--- src/rtl/rv_ctrl_pkg.sv ---
// Shared types for the multi-cycle RV32I controller: FSM states, ALU functions,
// datapath mux encodings, instruction classes and base opcodes.
package rv_ctrl_pkg;

  typedef enum logic [2:0] {
    FETCH  = 3'd0,
    DECODE = 3'd1,
    EXEC   = 3'd2,
    MEM    = 3'd3,
    WB     = 3'd4,
    TRAP   = 3'd5
  } state_e;

  typedef enum logic [3:0] {
    ALU_ADD  = 4'd0,
    ALU_SUB  = 4'd1,
    ALU_SLL  = 4'd2,
    ALU_SLT  = 4'd3,
    ALU_SLTU = 4'd4,
    ALU_XOR  = 4'd5,
    ALU_SRL  = 4'd6,
    ALU_SRA  = 4'd7,
    ALU_OR   = 4'd8,
    ALU_AND  = 4'd9
  } alu_op_e;

  typedef enum logic [1:0] {OPA_RS1 = 2'b00, OPA_PC  = 2'b01, OPA_ZERO = 2'b10} opa_sel_e;
  typedef enum logic [1:0] {OPB_RS2 = 2'b00, OPB_IMM = 2'b01, OPB_FOUR = 2'b10} opb_sel_e;
  typedef enum logic [1:0] {WB_ALU  = 2'b00, WB_MEM  = 2'b01, WB_PC4   = 2'b10} wb_sel_e;

  typedef enum logic [3:0] {
    CLS_OP     = 4'd0,
    CLS_OP_IMM = 4'd1,
    CLS_LUI    = 4'd2,
    CLS_AUIPC  = 4'd3,
    CLS_JAL    = 4'd4,
    CLS_JALR   = 4'd5,
    CLS_BRANCH = 4'd6,
    CLS_LOAD   = 4'd7,
    CLS_STORE  = 4'd8
  } ins_class_e;

  localparam logic [6:0] OPC_OP     = 7'b011_0011;
  localparam logic [6:0] OPC_OP_IMM = 7'b001_0011;
  localparam logic [6:0] OPC_LUI    = 7'b011_0111;
  localparam logic [6:0] OPC_AUIPC  = 7'b001_0111;
  localparam logic [6:0] OPC_JAL    = 7'b110_1111;
  localparam logic [6:0] OPC_JALR   = 7'b110_0111;
  localparam logic [6:0] OPC_BRANCH = 7'b110_0011;
  localparam logic [6:0] OPC_LOAD   = 7'b000_0011;
  localparam logic [6:0] OPC_STORE  = 7'b010_0011;

  // alt selects SUB over ADD and SRA over SRL (instr bit 30)
  function automatic alu_op_e alu_from_f3(input logic [2:0] f3, input logic alt);
    alu_op_e op;
    case (f3)
      3'b000:  op = alt ? ALU_SUB : ALU_ADD;
      3'b001:  op = ALU_SLL;
      3'b010:  op = ALU_SLT;
      3'b011:  op = ALU_SLTU;
      3'b100:  op = ALU_XOR;
      3'b101:  op = alt ? ALU_SRA : ALU_SRL;
      3'b110:  op = ALU_OR;
      3'b111:  op = ALU_AND;
      default: op = ALU_ADD;
    endcase
    return op;
  endfunction

endpackage

--- src/rtl/rv_ctrl_decode.sv ---
// Combinational RV32I decode: instruction class, ALU function and illegal-encoding
// detection from opcode/funct3/funct7.
module rv_ctrl_decode
  import rv_ctrl_pkg::*;
(
  input  logic [6:0] opcode,
  input  logic [2:0] funct3,
  input  logic [6:0] funct7,
  output alu_op_e    alu_op,
  output ins_class_e cls,
  output logic       illegal
);

  logic f7_zero_s;
  logic f7_alt_s;

  assign f7_zero_s = (funct7 == 7'b000_0000);
  assign f7_alt_s  = (funct7 == 7'b010_0000);

  // Opcode classification; anything outside the RV32I base set above is illegal
  always_comb begin
    alu_op  = ALU_ADD;
    cls     = CLS_OP;
    illegal = 1'b0;
    case (opcode)
      OPC_OP: begin
        cls    = CLS_OP;
        alu_op = alu_from_f3(funct3, funct7[5]);
        if (f7_zero_s) begin
          illegal = 1'b0;
        end else begin
          illegal = !(f7_alt_s && (funct3 == 3'b000 || funct3 == 3'b101));
        end
      end
      OPC_OP_IMM: begin
        cls = CLS_OP_IMM;
        if (funct3 == 3'b001) begin
          alu_op  = ALU_SLL;
          illegal = !f7_zero_s;
        end else if (funct3 == 3'b101) begin
          alu_op  = alu_from_f3(funct3, funct7[5]);
          illegal = !(f7_zero_s || f7_alt_s);
        end else begin
          alu_op  = alu_from_f3(funct3, 1'b0);
          illegal = 1'b0;
        end
      end
      OPC_LUI:    cls = CLS_LUI;
      OPC_AUIPC:  cls = CLS_AUIPC;
      OPC_JAL:    cls = CLS_JAL;
      OPC_JALR: begin
        cls     = CLS_JALR;
        illegal = (funct3 != 3'b000);
      end
      OPC_BRANCH: begin
        cls     = CLS_BRANCH;
        illegal = (funct3 == 3'b010 || funct3 == 3'b011);
      end
      OPC_LOAD: begin
        cls     = CLS_LOAD;
        illegal = !(funct3 inside {3'b000, 3'b001, 3'b010, 3'b100, 3'b101});
      end
      OPC_STORE: begin
        cls     = CLS_STORE;
        illegal = (funct3 > 3'b010);
      end
      default: illegal = 1'b1;
    endcase
  end

endmodule

--- src/rtl/rv_multicycle_ctrl.sv ---
// Multi-cycle RV32I control FSM: fetch over a req/ack port, decode, then one
// datapath phase per state with registered controls and a memory wait timeout.
module rv_multicycle_ctrl
  import rv_ctrl_pkg::*;
#(
  parameter logic [31:0] RESET_PC    = 32'h0000_0000,
  parameter int unsigned MEM_TIMEOUT = 16
) (
  input  logic        clk,
  input  logic        rst_n,
  input  logic [31:0] instr,
  input  logic        br_taken,
  input  logic        mem_ack,
  output logic        mem_req,
  output logic        mem_we,
  output logic        mem_is_data,
  output logic        ir_we,
  output logic [1:0]  opa_sel,
  output logic [1:0]  opb_sel,
  output logic [3:0]  alu_op,
  output logic        pc_we,
  output logic        pc_sel,
  output logic        rf_we,
  output logic [1:0]  wb_sel,
  output logic [2:0]  state_o,
  output logic        trap,
  output logic        mem_err
);

  state_e     state_r;
  logic [6:0] opcode_r;
  logic [6:0] funct7_r;
  logic [2:0] funct3_r;
  logic [4:0] rd_r;
  logic [15:0] wait_cnt_r;
  logic       mem_req_r, mem_we_r, mem_is_data_r;
  opa_sel_e   opa_sel_r;
  opb_sel_e   opb_sel_r;
  alu_op_e    alu_op_r;
  wb_sel_e    wb_sel_r;
  logic       pc_we_r, pc_sel_r, rf_we_r, br_exec_r, trap_r, mem_err_r;

  alu_op_e    dec_alu_s;
  ins_class_e dec_cls_s;
  logic       dec_illegal_s;
  logic       acked_s;
  logic       timeout_s;
  logic       unused_s;

  rv_ctrl_decode u_decode (
    .opcode  (opcode_r),
    .funct3  (funct3_r),
    .funct7  (funct7_r),
    .alu_op  (dec_alu_s),
    .cls     (dec_cls_s),
    .illegal (dec_illegal_s)
  );

  assign acked_s   = mem_req_r & mem_ack;
  assign timeout_s = (MEM_TIMEOUT != 32'd0) && (wait_cnt_r == 16'(MEM_TIMEOUT - 32'd1));
  // The PC register itself lives in the datapath; immediate fields are built there too
  assign unused_s  = ^{instr[24:15], RESET_PC};

  assign mem_req     = mem_req_r;
  assign mem_we      = mem_we_r;
  assign mem_is_data = mem_is_data_r;
  assign ir_we       = (state_r == FETCH) & acked_s;
  assign opa_sel     = opa_sel_r;
  assign opb_sel     = opb_sel_r;
  assign alu_op      = alu_op_r;
  assign pc_we       = pc_we_r | ((state_r == MEM) & acked_s & (dec_cls_s == CLS_STORE));
  assign pc_sel      = pc_sel_r | (br_exec_r & br_taken);
  assign rf_we       = rf_we_r;
  assign wb_sel      = wb_sel_r;
  assign state_o     = state_r;
  assign trap        = trap_r;
  assign mem_err     = mem_err_r;

  // Control sequencer: state, registered controls for the state being entered, wait counter
  always_ff @(posedge clk or negedge rst_n) begin
    if (!rst_n) begin
      state_r       <= FETCH;
      opcode_r      <= 7'd0;
      funct7_r      <= 7'd0;
      funct3_r      <= 3'd0;
      rd_r          <= 5'd0;
      wait_cnt_r    <= 16'd0;
      mem_req_r     <= 1'b0;
      mem_we_r      <= 1'b0;
      mem_is_data_r <= 1'b0;
      opa_sel_r     <= OPA_RS1;
      opb_sel_r     <= OPB_RS2;
      alu_op_r      <= ALU_ADD;
      wb_sel_r      <= WB_ALU;
      pc_we_r       <= 1'b0;
      pc_sel_r      <= 1'b0;
      rf_we_r       <= 1'b0;
      br_exec_r     <= 1'b0;
      trap_r        <= 1'b0;
      mem_err_r     <= 1'b0;
    end else begin
      pc_we_r   <= 1'b0;
      pc_sel_r  <= 1'b0;
      rf_we_r   <= 1'b0;
      br_exec_r <= 1'b0;
      case (state_r)
        FETCH: begin
          if (!mem_req_r) begin
            // first fetch after reset: raise the request
            mem_req_r     <= 1'b1;
            mem_is_data_r <= 1'b0;
            mem_we_r      <= 1'b0;
            wait_cnt_r    <= 16'd0;
          end else if (mem_ack) begin
            mem_req_r <= 1'b0;
            opcode_r  <= instr[6:0];
            rd_r      <= instr[11:7];
            funct3_r  <= instr[14:12];
            funct7_r  <= instr[31:25];
            state_r   <= DECODE;
          end else if (timeout_s) begin
            mem_req_r <= 1'b0;
            mem_err_r <= 1'b1;
            trap_r    <= 1'b1;
            state_r   <= TRAP;
          end else begin
            wait_cnt_r <= wait_cnt_r + 16'd1;
          end
        end
        DECODE: begin
          if (dec_illegal_s) begin
            trap_r  <= 1'b1;
            state_r <= TRAP;
          end else begin
            state_r  <= EXEC;
            alu_op_r <= dec_alu_s;
            case (dec_cls_s)
              CLS_OP:    begin opa_sel_r <= OPA_RS1;  opb_sel_r <= OPB_RS2; end
              CLS_LUI:   begin opa_sel_r <= OPA_ZERO; opb_sel_r <= OPB_IMM; end
              CLS_AUIPC: begin opa_sel_r <= OPA_PC;   opb_sel_r <= OPB_IMM; end
              CLS_JAL: begin
                opa_sel_r <= OPA_PC;
                opb_sel_r <= OPB_IMM;
                pc_we_r   <= 1'b1;
                pc_sel_r  <= 1'b1;
              end
              CLS_JALR: begin
                opa_sel_r <= OPA_RS1;
                opb_sel_r <= OPB_IMM;
                pc_we_r   <= 1'b1;
                pc_sel_r  <= 1'b1;
              end
              CLS_BRANCH: begin
                // pc_sel follows br_taken live during EXEC
                opa_sel_r <= OPA_PC;
                opb_sel_r <= OPB_IMM;
                pc_we_r   <= 1'b1;
                br_exec_r <= 1'b1;
              end
              default:   begin opa_sel_r <= OPA_RS1;  opb_sel_r <= OPB_IMM; end
            endcase
          end
        end
        EXEC: begin
          case (dec_cls_s)
            CLS_BRANCH: begin
              state_r       <= FETCH;
              mem_req_r     <= 1'b1;
              mem_is_data_r <= 1'b0;
              mem_we_r      <= 1'b0;
              wait_cnt_r    <= 16'd0;
            end
            CLS_LOAD, CLS_STORE: begin
              state_r       <= MEM;
              mem_req_r     <= 1'b1;
              mem_is_data_r <= 1'b1;
              mem_we_r      <= (dec_cls_s == CLS_STORE);
              wait_cnt_r    <= 16'd0;
            end
            CLS_JAL, CLS_JALR: begin
              state_r  <= WB;
              wb_sel_r <= WB_PC4;
              rf_we_r  <= (rd_r != 5'd0);
            end
            default: begin
              state_r  <= WB;
              wb_sel_r <= WB_ALU;
              rf_we_r  <= (rd_r != 5'd0);
              pc_we_r  <= 1'b1;
            end
          endcase
        end
        MEM: begin
          if (mem_ack) begin
            if (dec_cls_s == CLS_STORE) begin
              state_r       <= FETCH;
              mem_req_r     <= 1'b1;
              mem_is_data_r <= 1'b0;
              mem_we_r      <= 1'b0;
              wait_cnt_r    <= 16'd0;
            end else begin
              state_r   <= WB;
              mem_req_r <= 1'b0;
              wb_sel_r  <= WB_MEM;
              rf_we_r   <= (rd_r != 5'd0);
              pc_we_r   <= 1'b1;
            end
          end else if (timeout_s) begin
            mem_req_r <= 1'b0;
            mem_err_r <= 1'b1;
            trap_r    <= 1'b1;
            state_r   <= TRAP;
          end else begin
            wait_cnt_r <= wait_cnt_r + 16'd1;
          end
        end
        WB: begin
          state_r       <= FETCH;
          mem_req_r     <= 1'b1;
          mem_is_data_r <= 1'b0;
          mem_we_r      <= 1'b0;
          wait_cnt_r    <= 16'd0;
        end
        TRAP: begin
          trap_r    <= 1'b1;
          mem_req_r <= 1'b0;
          mem_we_r  <= 1'b0;
        end
        default: begin
          trap_r    <= 1'b1;
          mem_req_r <= 1'b0;
          state_r   <= TRAP;
        end
      endcase
    end
  end

endmodule
--- config.mk ---
export PLATFORM = sky130hd
export DESIGN_NAME = rv_multicycle_ctrl
export DESIGN_NICKNAME = d
export VERILOG_FILES = /design/src/rtl/rv_ctrl_pkg.sv /design/src/rtl/rv_ctrl_decode.sv /design/src/rtl/rv_multicycle_ctrl.sv
export SDC_FILE = /design/constraint.sdc
export NUM_CORES = 1
export LEC_CHECK = 0
export ABC_AREA = 1
export ABC_CLOCK_PERIOD_IN_PS = 2100
export CELL_PAD_IN_SITES_DETAIL_PLACEMENT = 1
export CELL_PAD_IN_SITES_GLOBAL_PLACEMENT = 2
export CORE_AREA = 2 2 109 111
export CTS_CLUSTER_DIAMETER = 120
export CTS_CLUSTER_SIZE = 10
export DETAILED_ROUTE_END_ITERATION = 16
export DIE_AREA = 0 0 111 113
export PLACE_DENSITY = 0.89
export SYNTH_ARGS = -nofsm -noshare
export SYNTH_HDL_FRONTEND = slang
export SYNTH_SLANG_ARGS = --single-unit
--- constraint.sdc ---
create_clock -name clk -period 2.1 [get_ports clk]
set_input_delay 0.42 -clock clk [delete_from_list [all_inputs] [get_ports clk]]
set_output_delay 0.42 -clock clk [all_outputs]
set_load 0.01 [all_outputs]
==> reports/metrics.yaml, run 1 <==
leakagePower_nw: 2.24
ios: 58
synth_nets: 491
clkSlewWorstSetupHoldPaths_ns: 0.05
synth_edf_count: 0
final.fill_count: 1373
fmax_ghz: 0.515
layout-drive-gt1-share_pct: 15.9
finalSetupViolations: 0
htree_levels: 3
ys_types: 37
met2_length_microns: 4840
power_density_mw_per_mm2: 1240
first_pass_iters: 4
die_h_microns: 113
wl_met1_microns: 4380
ys_async_sr_fraction_pct: 100
overflow: 0
crit_path_start_kind: "register"
routed.top_layer: "met4"
vias: 3289
yosysWarnings: 0
clk_latency_ns: 0.33
die-area_sq_mm: 0.0125
row_count: 39
cap_violations: 0
final_cells: 685
wl_met3_microns: 265
drt_wl_total_microns: 9660
nets: 578
synth-seq-area-share_pct: 44.5
multi_input_area_sq_mm: 0.00160
yosysTopAreaCell: "dfrtp_1"
drt-initial-drc-count: 73
syn_inst: 450
period_share_pct: 92.5
required_ns: 1.68
synth_flop_cell: "dfrtp_1"
antenna_found_initial: 0
grt_pass1_vias: 3433
clockBufferDepth: 2
numCtsBuffers: 9
rsz0062_at_grt: "true"
drc: 0
post-place-ws_ns: -0.231
cts_tree: "done"
run_status: "completed"
drtAntennaViolNets: 0
fin_skew_ns: 0.00556
synth_area_leaders: "dfrtp_1, nand2_1, nor2_1"
cp-end-kind: "output port"
finalHoldViolations: 0
hp-class: "in -> async"
fin_ws_ns: 0.158
ctsRootBufferMaster: "clkbuf_16"
layout_common_cells: "nand2_1, dfrtp_1, nor2_1, inv_1, clkdlybuf4s50_1"
areaGrowthSynthToFinish_pct: 37.1
drt-wirelength-per-cell_microns: 14.1
start_util_pct: 29.4
diodes: 0
cts_sinks: 59
grt_pass1_wl_microns: 16200
netlist_area_sq_mm: 0.00332
grt_use_total_pct: 15.8
dp.cells: 666
dieWidth_microns: 111
vdd_drop_max_mv: 0.545
finalCriticalPeriod_ns: 1.94
place_congestion: 0.862
final_common_cell: "nand2_1"
hpwl_microns: 7330
yosys.area.top_type_share_pct: 44.5
portBuffers: 46
crit_fanout: 5
seqCellArea_sq_mm: 0.00148
critPathArrivalTime_ns: 1.52
grt_max_degree: 43
viasPerCell: 4.80
slew_violations: 0
syn_area_per_cell_sq_um: 7.37
fp.coreArea_sq_mm: 0.0113
critical_path_class: "reg -> out"
ys_ff_latch: 59
## metrics by stage
stage	power [mW]	hold slack, ns	instance area [sq um]	setup TNS, ns	util [%]
after global routing	6.09	0.0626	4550	-0.0137	40.4
after global placement	3.91	0.390	4190	-2.63	37.2
after floorplan	3.11	0.124	3320	0	-
after detailed placement	4.00	0.397	4190	-3.09	37.2
after CTS	5.51	0.0434	4490	0	39.8
final	5.65	0.0295	4550	0	40.4
## path summary, 6_finish.rpt
kind / start / end / slack, ns / depth (start not counted)
max: state_o[1] / ir_we / 0.16 / 6
min: rst_n / mem_err / 0.03 / 1
max reg2reg: state_o[1] / wait_cnt_r[1] / 0.16 / 12
min reg2reg: mem_err / mem_err / 0.48 / 1
max in group asynchronous: rst_n / opcode_r[3] / 1.49 / 2
min in group clk: mem_err / mem_err / 0.48 / 1
## cells in the mapped netlist, types with 2 or more instances
library cell / n
nor2_2: 5
nor3_1: 14
nor2_1: 55
buf_4: 4
nand2_2: 3
nand2_1: 132
a21oi_1: 11
nand4_1: 10
nand3_2: 2
nand3_1: 24
ha_1: 5
o21bai_1: 4
a31oi_1: 7
o21ai_1: 5
dfrtp_1: 59
inv_2: 8
inv_1: 47
xor2_1: 2
o21ai_0: 30
clkbuf_1: 4
nor3_4: 2
o22ai_1: 2
## state kept, by name, summed over array words and instances (netlist names), 2 cells and up
name	count
wait_cnt_r	16
funct7_r	7
opcode_r	7
rd_r	5
alu_op	4
funct3_r	3
state_o	3
opa_sel	2
wb_sel	2
## critical path, cell delays in order (launching register included)
cell and delay (ns):
dfrtp_2 0.43, nor2_2 0.13, inv_2 0.04, nor2_2 0.11
inv_2 0.08, nor3_4 0.21, clkbuf_2 0.18
## cells by family (layout without fill, tap and decap cells)
kind of cell,after synthesis,count (layout),synth area share (%)
AO/OA/AOI/OAI,66,66,11.3
XOR/XNOR,2,2,0.528
adder cells (fa/ha/maj),5,5,1.89
buffers and inverters,64,156,7.92
flip-flops,59,59,44.5
other,1,1,0.113
AND/OR/NAND/NOR,253,253,33.8
## report_power, final
part / internal [mW] / switching [mW] / total (mW)
Sequential: 1.43 / 0.233 / 1.67
Clock: 0.944 / 0.530 / 1.47
Combinational: 1.04 / 1.47 / 2.51
Total: 3.42 / 2.23 / 5.65
## cell type report
class                   count  area share, %
multi-input cells         327           35.1
flip-flops and latches     59           32.5
repair buffers             85           17.4
clock buffers              11           5.34
inverters                  55           4.59
well taps                 143           3.93
clock inverters             5           1.16
## metal layers
layer  track usage (%)  vias up
li1                  -     1625
met1              19.1     1590
met2              28.4       52
met3              3.48       22
met4              4.92        0
met5                 0        -
## what timing repair did
item / 4_1_cts / 5_1_grt
pin swaps: 0 / 1
buffers inserted: 0 / 3
hold buffers: 0 / 0
resized for setup: 3 / 12
hold endpoints to repair: 0 / 0
endpoints found under the setup margin: 4 / 23
(Power assumes the default switching activity.)
==> inputs of run 2 (changes only) <==
--- a/config.mk
+++ b/config.mk
@@ -9,11 +9,11 @@
 export ABC_CLOCK_PERIOD_IN_PS = 2100
 export CELL_PAD_IN_SITES_DETAIL_PLACEMENT = 1
 export CELL_PAD_IN_SITES_GLOBAL_PLACEMENT = 2
-export CORE_AREA = 2 2 109 111
+export CORE_AREA = 2 2 83 145
 export CTS_CLUSTER_DIAMETER = 120
 export CTS_CLUSTER_SIZE = 10
 export DETAILED_ROUTE_END_ITERATION = 16
-export DIE_AREA = 0 0 111 113
+export DIE_AREA = 0 0 85 147
 export PLACE_DENSITY = 0.89
 export SYNTH_ARGS = -nofsm -noshare
 export SYNTH_HDL_FRONTEND = slang
==> run 2 against run 1 <==
Compared with the run above: total power shrank 0.70%; clock-buffer cell count is the same; critical path depth grew 1; maximum frequency shrank 3.4%; via count grew 0.61%; critical path type unchanged; critical endpoint is now pc_we.
==> reports/metrics.yaml, run 2 (synthesized netlist as in run 1, its figures left out) <==
ctsRootBufferMaster: "clkbuf_16"
cts_hold_buf: 0  # unchanged
grt_pass1_wl_microns: 16800  # +3.9%
clk_latency_ns: 0.32  # about the same
cp_slowest_cell: "dfrtp_2"
ios: 58  # unchanged
largestRegisters: "wait_cnt_r (16), funct7_r (7), opcode_r (7)"
finalSetupViolations: 0  # unchanged
run_status: "completed"
required_ns: 1.68  # about the same
diodes: 0  # unchanged
post-route-util_pct: 40.1  # -0.29 points
critPathMostFrequentCell: "inv_2"
grt_pass1_vias: 3638  # +6.0%
setup_tns_ns: 0  # unchanged
place_congestion: 0.843  # -2.1%
final_cells: 678  # -1.0%
antenna_found_initial: 0  # unchanged
cts_sinks: 59  # unchanged
numCtsBuffers: 9  # unchanged
largest_reg_flops: 16  # unchanged
final_common_cell: "nand2_1"
die_h_microns: 147  # +30%
row_count: 52  # +33%
cap_violations: 0  # unchanged
layout_common_cells: "nand2_1, dfrtp_1, nor2_1, inv_1, clkdlybuf4s50_1"
leakagePower_nw: 2.26  # +0.55%
fp.coreArea_sq_mm: 0.0114  # +1.0%
drt-wirelength-per-cell_microns: 14.8  # +4.7%
drt-initial-drc-count: 69  # -5.5%
drtAntennaViolNets: 0  # unchanged
grt_use_total_pct: 17.0  # +1.1 points
grt_max_degree: 60  # +40%
power_mw: 5.61  # -0.70%
cts_tree: "done"
htree_levels: 3  # unchanged
drc: 0  # unchanged
vias: 3309  # +0.61%
final.fill_count: 1378  # +0.36%
portBuffers: 46  # unchanged
areaGrowthSynthToFinish_pct: 37.5
post-place-ws_ns: -0.256  # -0.0250 ns
vdd_drop_max_mv: 0.549  # +0.85%
fin_area_sq_mm: 0.00456  # +0.28%
die-area_sq_mm: 0.0125  # -0.38%
crit_fanout: 4  # -1
hpwl_microns: 7850  # +7.2%
cp-end-kind: "output port"
fmax_ghz: 0.498  # -3.4%
overflow: 0  # unchanged
whs_ns: 0.101  # +0.0711 ns
nets: 581  # +0.52%
clockBufferDepth: 2  # unchanged
critical_path_class: "reg -> out"
hp-class: "in -> async"
r2r_slack_ns: 0.13  # -0.03 ns
slew_violations: 0  # unchanged
dp.cells: 659  # -1.1%
finalCriticalPeriod_ns: 2.01  # +0.0680 ns
power_density_mw_per_mm2: 1230  # -0.98%
crit_path_start_kind: "register"
finalHoldViolations: 0  # unchanged
viasPerCell: 4.88  # +1.6%
dieWidth_microns: 85  # -23%
fin_skew_ns: 0.00824  # +0.00269 ns
drt_wl_total_microns: 10000  # +3.6%
fin_ws_ns: 0.0902  # -0.0680 ns
largest_register: "wait_cnt_r"
critPathArrivalTime_ns: 1.59  # +0.07 ns
max_stage_delay_ns: 0.42  # about the same
clkSlewWorstSetupHoldPaths_ns: 0.05  # about the same
start_util_pct: 29.1  # -0.29 points
path_cells: "inv_2 -> nor2_4 -> nand2_2 -> inv_2 -> nand4_1 -> o21bai_1 -> buf_2"
layout-drive-gt1-share_pct: 17.3  # +1.4 points
first_pass_iters: 4  # unchanged
placed_area_sq_mm: 0.00420  # +0.24%
period_share_pct: 95.7  # +3.2 points
## run 2: cell types whose count changed in the layout (fill, tap and decap cells not counted), moves of 2 or more
cell	previous run	this run
buf_4	34	38
nand2_1	132	130
inv_2	8	11
nor2_1	53	51
nor2_4	3	5
inv_1	46	43
## run 2: where the power goes
part | switching, mW | internal [mW] | total, mW | leakage [nW]
logic | 1.49 | 1.03 | 2.52 | 1.34
registers | 0.246 | 1.43 | 1.68 | 0.771
clock network | 0.475 | 0.931 | 1.41 | 0.141
total | 2.21 | 3.40 | 5.61 | 2.26
## run 2: final timing paths
kind / start / cells after the start / endpoint
worst max-delay path: state_o[1] / 7 / pc_we
worst min-delay path: rst_n / 2 / wait_cnt_r[9]
worst max register to register: opcode_r[4] / 13 / wait_cnt_r[15]
worst min register to register: trap / 2 / trap
max in group asynchronous: rst_n / 2 / state_o[1]
min in group clk: trap / 2 / trap
## run 2: timing repair
action	4_1_cts	5_1_grt
gates cloned	0	0
pin swaps	1	5
gates resized for setup	8	19
setup buffers	0	6
setup endpoints to repair	4	25
## run 2: area by class of cell
class                      count  area [sq um]  share of cell area, %
multi-input combinational    327          1620                   35.5
timing repair buffer          88           802                   17.6
tap                          135           169                   3.70
clock buffer                  11           243                   5.32
sequential                    59          1480                   32.4
clock inverter                 3          40.0                  0.878
inverter                      55           209                   4.58
## run 2: per-layer routing
metal  GRT usage, %  share of wire [%]  wire length [microns]
met3           2.36                2.4                    241
met1           16.8                 35                   3510
met4           8.57                4.2                    422
met2           33.0                 58                   5830
met5              0                  0                      0
## run 2: worst max-delay path, delay by kind of cell (launching register included)
kind                   cells  cell delay (ns)
AO/OA/AOI/OAI              1             0.23
buffers and inverters      3             0.30
flip-flops                 1             0.42
AND/OR/NAND/NOR            3             0.32
==> inputs of run 3 (changes only) <==
--- a/config.mk
+++ b/config.mk
@@ -14,7 +14,7 @@
 export CTS_CLUSTER_SIZE = 10
 export DETAILED_ROUTE_END_ITERATION = 16
 export DIE_AREA = 0 0 85 147
-export PLACE_DENSITY = 0.89
+export PLACE_DENSITY = 0.79
 export SYNTH_ARGS = -nofsm -noshare
 export SYNTH_HDL_FRONTEND = slang
 export SYNTH_SLANG_ARGS = --single-unit
==> run 3 against run 2 <==
Compared with the run above: die area did not move; clock-buffer cell count fell by 1; total power fell by 1.5%; routed wire length rose by 3.4%; critical path depth rose by 1; clock skew fell by 0.0047 ns; final cell count rose by 0.88%; via count fell by 0.12%; critical endpoint is now ir_we.
==> reports/metrics.yaml, run 3 (synthesized netlist as in run 1, its figures left out) <==
setup_tns_ns: 0  # unchanged
finalSetupViolations: 0  # unchanged
largest_reg_flops: 16  # unchanged
vias: 3305  # -0.12%
run_status: "completed"
cts_tree: "done"
power_frac_seq_pct: 30.4  # +0.5 points
fmax_ghz: 0.501  # +0.79%
cts_hold_buf: 0  # unchanged
crit_fanout: 5  # +1
htree_levels: 3  # unchanged
pwr-share-comb_pct: 45.8  # +0.8 points
antenna_found_initial: 0  # unchanged
drt_wl_total_microns: 10400  # +3.4%
power_density_mw_per_mm2: 1210  # -1.2%
grt_max_degree: 33  # -45%
final_common_cell: "nand2_1"
clkSlewWorstSetupHoldPaths_ns: 0.05  # about the same
fp.coreArea_sq_mm: 0.0114  # unchanged
required_ns: 1.68  # about the same
multi_input_area_sq_mm: 0.00162  # -0.15%
ios: 58  # unchanged
final_cells: 684  # +0.88%
drt-wirelength-per-cell_microns: 15.1  # +2.5%
areaGrowthSynthToFinish_pct: 37.1
drt-initial-drc-count: 79  # +14%
nets: 586  # +0.86%
portBuffers: 46  # unchanged
diodes: 0  # unchanged
p_sw_mw: 2.26  # +2.1%
power_mw: 5.52  # -1.5%
worst_pin_slew_ns: 0.548
crit_path_start_kind: "register"
viasPerCell: 4.83  # -1.0%
critical_path_class: "reg -> out"
leakagePower_nw: 2.26  # about the same
clk_latency_ns: 0.33  # about the same
period_share_pct: 95.0  # -0.75 points
row_count: 52  # unchanged
numCtsBuffers: 9  # unchanged
grt_use_total_pct: 17.9  # +0.95 points
fin_area_sq_mm: 0.00455  # -0.27%
hpwl_microns: 8510  # +8.4%
cts_sinks: 59  # unchanged
grt_pass1_vias: 3652  # +0.38%
ctsRootBufferMaster: "clkbuf_16"
drc: 0  # unchanged
power.share.clock_pct: 23.8  # -1.3 points
overflow: 0  # unchanged
clockBufferDepth: 2  # unchanged
slew-limit-headroom_pct: 63.4
seqCellArea_sq_mm: 0.00148  # unchanged
finalHoldViolations: 0  # unchanged
fin_ws_ns: 0.106  # +0.0157 ns
finalCriticalPeriod_ns: 1.99  # -0.0157 ns
power.share.switching_pct: 40.9  # +1.4 points
rsz0062_at_grt: "true"
post-route-util_pct: 40.0  # -0.11 points
intPower_mw: 3.27  # -3.8%
layout-drive-gt1-share_pct: 18.4  # +1.1 points
dp.cells: 664  # +0.76%
grt_pass1_wl_microns: 17500  # +4.0%
die-area_sq_mm: 0.0125  # unchanged
die_h_microns: 147  # unchanged
dieWidth_microns: 85  # unchanged
first_pass_iters: 4  # unchanged
final.fill_count: 1438  # +4.4%
critPathArrivalTime_ns: 1.57  # -0.02 ns
largestRegisters: "wait_cnt_r (16), funct7_r (7), opcode_r (7)"
post-place-ws_ns: -0.312  # -0.0562 ns
placed_area_sq_mm: 0.00420  # unchanged
layout_common_cells: "nand2_1, dfrtp_1, nor2_1, inv_1, buf_4"
start_util_pct: 29.1  # unchanged
fin_skew_ns: 0.00356  # -0.00469 ns
place_congestion: 0.877  # +3.9%
cp-end-kind: "output port"
vdd_drop_max_mv: 0.494  # -10%
hp-class: "in -> async"
whs_ns: 0.0758  # -0.0248 ns
drtAntennaViolNets: 0  # unchanged
slew_violations: 0  # unchanged
largest_register: "wait_cnt_r"
cap_violations: 0  # unchanged
run 3: cell types whose count changed in the layout (fill, tap and decap cells not counted), moves of 2 or more:
cell	change
o21ai_1	+2
inv_1	+2
o21ai_0	-2
clkinvlp_4	+2
inv_2	-2
nand2_2	+2
buf_4	+7
buf_12	-3
run 3: power by group through the flow:
stage                     clock (mW)  combinational [mW]  sequential [mW]
final                           1.32                2.53             1.68
after floorplan                    0                1.46             1.66
after global placement             0                2.37             1.66
after global routing            1.42                2.86             1.72
after CTS                       1.37                2.51             1.67
after detailed placement           0                2.45             1.68
run 3: what timing repair did:
action	in CTS	in global routing
pin swaps	2	3
endpoints found under the setup margin	2	31
gates resized for setup	14	15
setup buffers	2	3
run 3: path summary, 6_finish.rpt:
| check | end | slack (ns) | from | depth (start not counted) |
|---|---|---|---|---|
| max | ir_we | 0.11 | state_o[1] | 8 |
| min | trap | 0.08 | rst_n | 1 |
| max reg2reg | state_o[2] | 0.15 | opcode_r[4] | 16 |
| min reg2reg | mem_is_data | 0.47 | mem_is_data | 2 |
| max in group asynchronous | funct3_r[1] | 1.32 | rst_n | 2 |
| min in group clk | mem_is_data | 0.47 | mem_is_data | 2 |
run 3: layout make-up:
cell class / instances / share of cell area [%]
Sequential cell: 59 / 32.5
Tap cell: 135 / 3.71
Clock buffer: 10 / 5.25
Multi-Input combinational cell: 327 / 35.6
Clock inverter: 5 / 0.660
Inverter: 55 / 4.59
Timing Repair Buffer: 93 / 17.7
run 3: per-layer routing:
layer	track usage [%]	share of wire, %	up-vias	routed length [microns]
met5	0	0	-	0
met4	9.29	4.5	0	466
met3	3.60	2.8	29	287
met2	34.7	59	64	6080
met1	17.1	34	1578	3520
li1	-	-	1634	-
run 3: critical path, stage by stage, from the launching register on:
cell	delay [ns]
dfrtp_1	0.37
buf_4	0.16
nor2_4	0.09
inv_2	0.05
nor2_4	0.09
inv_2	0.07
nor3_4	0.15
buf_4	0.15
buf_2	0.12
